[src/rtl/tx_status_stat.sv]
// tx_status_stat: drains packed tx status words from a FWFT FIFO,
// keeps per-queue ok/fail/retry statistics and raises a coalesced irq.
module tx_status_stat #(
   parameter int CNT_W       = 32,
   parameter int TIMEOUT_CYC = 4096
) (
   input  logic             clk,
   input  logic             rstn,
   input  logic [31:0]      fifo_dout,
   input  logic             fifo_empty,
   output logic             fifo_rd_en,
   input  logic             enable,
   input  logic             clear,
   input  logic [6:0]       irq_thresh,
   input  logic             irq_ack,
   input  logic [3:0]       cnt_sel,
   output logic [CNT_W-1:0] cnt_out,
   output logic [31:0]      last_word,
   output logic [9:0]       last_sn,
   output logic             irq
);

   localparam int TW = $clog2(TIMEOUT_CYC) + 1;
   localparam logic [TW-1:0] TMAX = TW'(TIMEOUT_CYC - 1);

   typedef enum logic [1:0] {
      IDLE,
      POP,
      UPD
   } state_e;

   state_e state_q, state_d;

   logic [31:0]      word_q;
   logic [CNT_W-1:0] ok_q    [4];
   logic [CNT_W-1:0] fail_q  [4];
   logic [CNT_W-1:0] retry_q [4];
   logic [CNT_W-1:0] ok_d    [4];
   logic [CNT_W-1:0] fail_d  [4];
   logic [CNT_W-1:0] retry_d [4];
   logic [6:0]       pend_q, pend_d;
   logic [TW-1:0]    tmr_q, tmr_d;
   logic             irq_q, irq_d;
   logic [CNT_W-1:0] cnt_q, cnt_d;

   logic             upd;
   logic [1:0]       qi;
   logic             acked;
   logic [CNT_W:0]   rsum;
   logic             irq_set;

   assign upd   = (state_q == UPD);
   assign qi    = word_q[16:15];
   assign acked = word_q[4];
   assign rsum  = {1'b0, retry_q[qi]} + (CNT_W+1)'(word_q[3:0]);

   always_comb begin
      state_d    = state_q;
      fifo_rd_en = 1'b0;
      unique case (state_q)
         IDLE: if (enable && !fifo_empty) state_d = POP;
         POP: begin
            fifo_rd_en = 1'b1;
            state_d    = UPD;
         end
         UPD:     state_d = IDLE;
         default: state_d = IDLE;
      endcase
   end

   // clear beats a coincident update; the raw word still reaches last_word
   always_comb begin
      ok_d    = ok_q;
      fail_d  = fail_q;
      retry_d = retry_q;
      if (clear) begin
         for (int i = 0; i < 4; i++) begin
            ok_d[i]    = '0;
            fail_d[i]  = '0;
            retry_d[i] = '0;
         end
      end else if (upd) begin
         if (acked) begin
            if (!(&ok_q[qi])) ok_d[qi] = ok_q[qi] + CNT_W'(1);
         end else begin
            if (!(&fail_q[qi])) fail_d[qi] = fail_q[qi] + CNT_W'(1);
         end
         retry_d[qi] = rsum[CNT_W] ? '1 : rsum[CNT_W-1:0];
      end
   end

   always_comb begin
      pend_d = pend_q;
      if (clear) pend_d = '0;
      else if (irq_ack) pend_d = upd ? 7'd1 : 7'd0;
      else if (upd && pend_q != 7'd127) pend_d = pend_q + 7'd1;
   end

   always_comb begin
      tmr_d = tmr_q;
      if (clear || irq_ack || upd || pend_q == 7'd0) tmr_d = '0;
      else if (tmr_q != TMAX) tmr_d = tmr_q + TW'(1);
   end

   assign irq_set = ((irq_thresh != 7'd0) && (pend_q >= irq_thresh)) ||
                    ((pend_q != 7'd0) && (tmr_q == TMAX));

   always_comb begin
      irq_d = irq_q | irq_set;
      if (clear || irq_ack) irq_d = 1'b0;
   end

   always_comb begin
      cnt_d = '0;
      unique case (cnt_sel[1:0])
         2'd0:    cnt_d = ok_q[cnt_sel[3:2]];
         2'd1:    cnt_d = fail_q[cnt_sel[3:2]];
         2'd2:    cnt_d = retry_q[cnt_sel[3:2]];
         default: cnt_d = '0;
      endcase
   end

   always_ff @(posedge clk) begin
      if (!rstn) begin
         state_q   <= IDLE;
         word_q    <= '0;
         pend_q    <= '0;
         tmr_q     <= '0;
         irq_q     <= 1'b0;
         cnt_q     <= '0;
         last_word <= '0;
         last_sn   <= '0;
         for (int i = 0; i < 4; i++) begin
            ok_q[i]    <= '0;
            fail_q[i]  <= '0;
            retry_q[i] <= '0;
         end
      end else begin
         state_q <= state_d;
         pend_q  <= pend_d;
         tmr_q   <= tmr_d;
         irq_q   <= irq_d;
         cnt_q   <= cnt_d;
         ok_q    <= ok_d;
         fail_q  <= fail_d;
         retry_q <= retry_d;
         if (state_q == POP) word_q <= fifo_dout;
         if (upd) begin
            last_word <= word_q;
            last_sn   <= word_q[14:5];
         end
      end
   end

   assign cnt_out = cnt_q;
   assign irq     = irq_q;

endmodule

[config.mk]
export PLATFORM = sky130hd
export DESIGN_NAME = tx_status_stat
export DESIGN_NICKNAME = d
export VERILOG_FILES = /design/src/rtl/tx_status_stat.sv
export SDC_FILE = /design/constraint.sdc
export NUM_CORES = 1
export LEC_CHECK = 0
export ABC_AREA = 1
export BUFFER_PORTS_ARGS = -buffer_cell sky130_fd_sc_hd__buf_4
export CORE_AREA = 3 3 298 300
export CTS_CLUSTER_DIAMETER = 150
export DETAILED_ROUTE_END_ITERATION = 10
export DIE_AREA = 0 0 301 303
export GPL_ROUTABILITY_DRIVEN = 0
export PLACE_DENSITY = 0.48
export REMOVE_ABC_BUFFERS = 1
export SLEW_MARGIN = 20
export SYNTH_ARGS = -nofsm -noshare
export SYNTH_HDL_FRONTEND = slang
export SYNTH_SLANG_ARGS = --single-unit
[constraint.sdc]
create_clock -name clk -period 7.35 [get_ports clk]
set_input_delay 0.735 -clock clk [delete_from_list [all_inputs] [get_ports clk]]
set_output_delay 0.735 -clock clk [all_outputs]
set_load 0.05 [all_outputs]
==> flow_metrics.env <==
export IMPL_wirelength_um=113700
export IMPL_final_common_cell="nand2_1"
export IMPL_cts_num_sinks=503
export IMPL_synth_cell_area_um2=30130
export IMPL_area_growth_pct=11.67
export IMPL_place_ws_ps=2001
export IMPL_hold_path_class="in -> reg"
export IMPL_cts_setup_buffers=0
export IMPL_fmax_mhz=185.7
export IMPL_rsz0062_at_grt="no"
export IMPL_reg2reg_slack_ps=1960
export IMPL_cp_cell_sequence="clkinv_2 > nand2_2 > nor2_1 > nor2_1 > nand2_1 > ha_1 > nand2_1 > nor2_2 > nand2_1 > nor2_4 > nand3_2 > nand3_2 > buf_4 > o21ai_0 > nor2_1"
export IMPL_min_path_cells=2
export IMPL_syn_avg_cell_area_um2=6.003
export IMPL_cap_violations=0
export IMPL_crit_family="simple AND/OR/NAND/NOR gates"
export IMPL_rows=108
export IMPL_pwr_share_clk_pct=50.2
export IMPL_core_area_um2=86480
export IMPL_synthDistinctLibCells=51
export IMPL_yosysSeqAreaShare_pct=33.42
export IMPL_worstPathMaxFanout=42
export IMPL_worstMarginPinSlew_ps=1127
export IMPL_critical_path_max_stage_delay_ps=960
export IMPL_fp_dieArea_um2=91200
export IMPL_ys_seq_elements=503
export IMPL_globalRoute_totalOverflow=0
export IMPL_drt_iter0_drc=2549
export IMPL_finalWorstSetupSlack_ps=1964
export IMPL_async_flop_share_pct=0
export IMPL_power_internal_mw=4.933
export IMPL_avgViaCountPerCell=4.981
export IMPL_antenna_cells=0
export IMPL_io_pins=125
export IMPL_r2r_start="word_q[16]"
export IMPL_outcome="finished clean"
export IMPL_num_vias=30660
export IMPL_finalWorstPathRequiredPeriod_ps=5386
export IMPL_ys_flop_type="dfxtp_1"
export IMPL_finClkSkew_ps=34.22
export IMPL_detail_route_antenna_nets=0
export IMPL_h_tree_depth=3
export IMPL_drive_gt1_share_pct=6.979
export IMPL_finalNetCount=5021
export IMPL_die_w_um=301
export IMPL_drcViolationCount=0
export IMPL_dp_final_hpwl_um=72410
export IMPL_critical_path_class="reg -> reg"
export IMPL_combPwrFrac_pct=8.1
export IMPL_cp_required_ps=7850
export IMPL_p_sw_mw=1.733
export IMPL_synth_edf_count=0
export IMPL_max_vdd_ir_drop_mv=0.1405
export IMPL_p_leak_nw=15.35
export IMPL_power_density_nw_per_um2=198.2
export IMPL_relSlewSlack_pct=24.17
export IMPL_reg2reg_depth=15
export IMPL_port_buffers=124
export IMPL_max_clock_path_buffers=3
export IMPL_worst_r2r_endpoint="ok_q[83]"
export IMPL_first_global_vias=28130
export IMPL_yosys_warnings=0
export IMPL_drv_slew=0
export IMPL_cts_resized=0
export IMPL_netlist_instances=5019
export IMPL_clockRootBuffer="clkbuf_16"
export IMPL_dieHeight_um=303
export IMPL_grt_usage_pct=24.40
export IMPL_post_route_period_util_pct=73.28
export IMPL_p_total_mw=6.666
export IMPL_crit_path_top_delay_cell="nand3_2"
export IMPL_final_cell_mix="nand2_1, nor2_1, inv_1"
export IMPL_routedWlPerCell_um=18.46
export IMPL_clock_latency_ps=630
export IMPL_swShare_pct=26.00
export IMPL_first_pass_iters=6
export IMPL_hold_path_startpoint="fifo_empty"
export IMPL_crit_arrival_ps=5890
export IMPL_cp_end_kind="register"
export IMPL_start_util_pct=34.84
export IMPL_cp_start_kind="register"
export IMPL_grt_max_degree=174
export IMPL_cts_hold_buf=0
export IMPL_fin_tns_setup_ps=0
export IMPL_path_clk_slew_ps=60
export IMPL_path_buf_inv=2
export IMPL_seqPwrFrac_pct=41.7
export IMPL_antenna_found_initial=0
export IMPL_setup_viol=0
export IMPL_grt_pass1_wl_um=172400
export IMPL_cts_tree="done"
export IMPL_hold_end="state_q[0]"
export IMPL_final_hold_viol_count=0
export IMPL_cts_buffers=66
-- power groups by stage --
stage	Clock, mW	Sequential (mW)	Combinational [mW]
floorplan	0	2.89	0.224
global placement	0	2.84	0.537
detailed placement	0	2.84	0.538
CTS	3.43	2.78	0.539
global route	3.53	2.78	0.578
finish	3.35	2.78	0.539
-- cells in the mapped netlist (all sizes together), types with 5 or more instances --
cell	number	share of area (%)
buf	165	3.5
nand3	226	4.0
o21ai	447	7.4
xor2	31	0.95
nor2	938	12
nor3	20	0.35
dfxtp	503	33
inv	625	7.8
o31ai	11	0.27
o22ai	8	0.17
clkbuf	142	1.8
a221o	22	0.73
xnor2	11	0.32
nand2	1339	17
a21oi	292	4.9
nand4	76	1.6
and2	5	0.11
ha	16	0.66
nand3b	9	0.22
a21boi	52	1.3
o21bai	44	1.1
clkinv	16	0.20
-- sequential cells by signal (all words and copies together), names as in the netlist --
register	count
fail_q	128
ok_q	128
retry_q	128
cnt_out	32
last_word	32
word_q	32
tmr_q	13
pend_q	7
state_q	2
irq	1
-- cell families after synthesis --
logic type	after synthesis	share of synthesized area [%]
AND/OR/NAND/NOR	2620	35.10
buffers and inverters	948	13.29
AO/OA/AOI/OAI	889	16.19
flip-flops	503	33.42
XOR/XNOR	42	1.271
adder cells (fa/ha/maj)	17	0.7309
-- routing by layer --
metal	vias to the layer above	track usage, %	wire length (um)
met1	14110	33.92	53160
met4	0	7.814	3253
met2	864	38.68	50110
li1	15520	-	-
met3	169	3.792	7131
met5	-	0	0
-- stage by stage --
| stage | utilization [%] | instance area, um2 | hold WS (ps) | instances |
|---|---|---|---|---|
| 2_1_floorplan | - | 28530 | 396.3 | 4712 |
| 3_3_place_gp | 36.34 | 31430 | 408.2 | 6042 |
| 3_5_place_dp | 36.34 | 31430 | 416.8 | 6042 |
| 4_1_cts | 38.90 | 33640 | 243.4 | 6156 |
| 5_1_grt | 38.90 | 33640 | 257.6 | 6156 |
| 6_report | 38.90 | 33640 | 284.9 | 6156 |
-- how the worst max path moves through the flow --
stage          startpoint         end  depth (start not counted)
2_1_floorplan        rstn    tmr_q[8]                         10
3_3_place_gp   word_q[16]  fail_q[23]                         15
3_5_place_dp   word_q[16]    ok_q[83]                         15
4_1_cts        word_q[16]    ok_q[83]                         15
5_1_grt        word_q[16]  fail_q[31]                         16
6_report       word_q[16]    ok_q[83]                         15
-- area by class of cell --
cell class,count,area (um2)
timing repair buffer,175,1368
clock inverter,17,225.2
clock buffer,97,1991
sequential,503,10080
inverter,641,2419
multi-input combinational,3568,16120
tap,1155,1445
fill,9666,52840
Power figures use the tool's default switching activity.
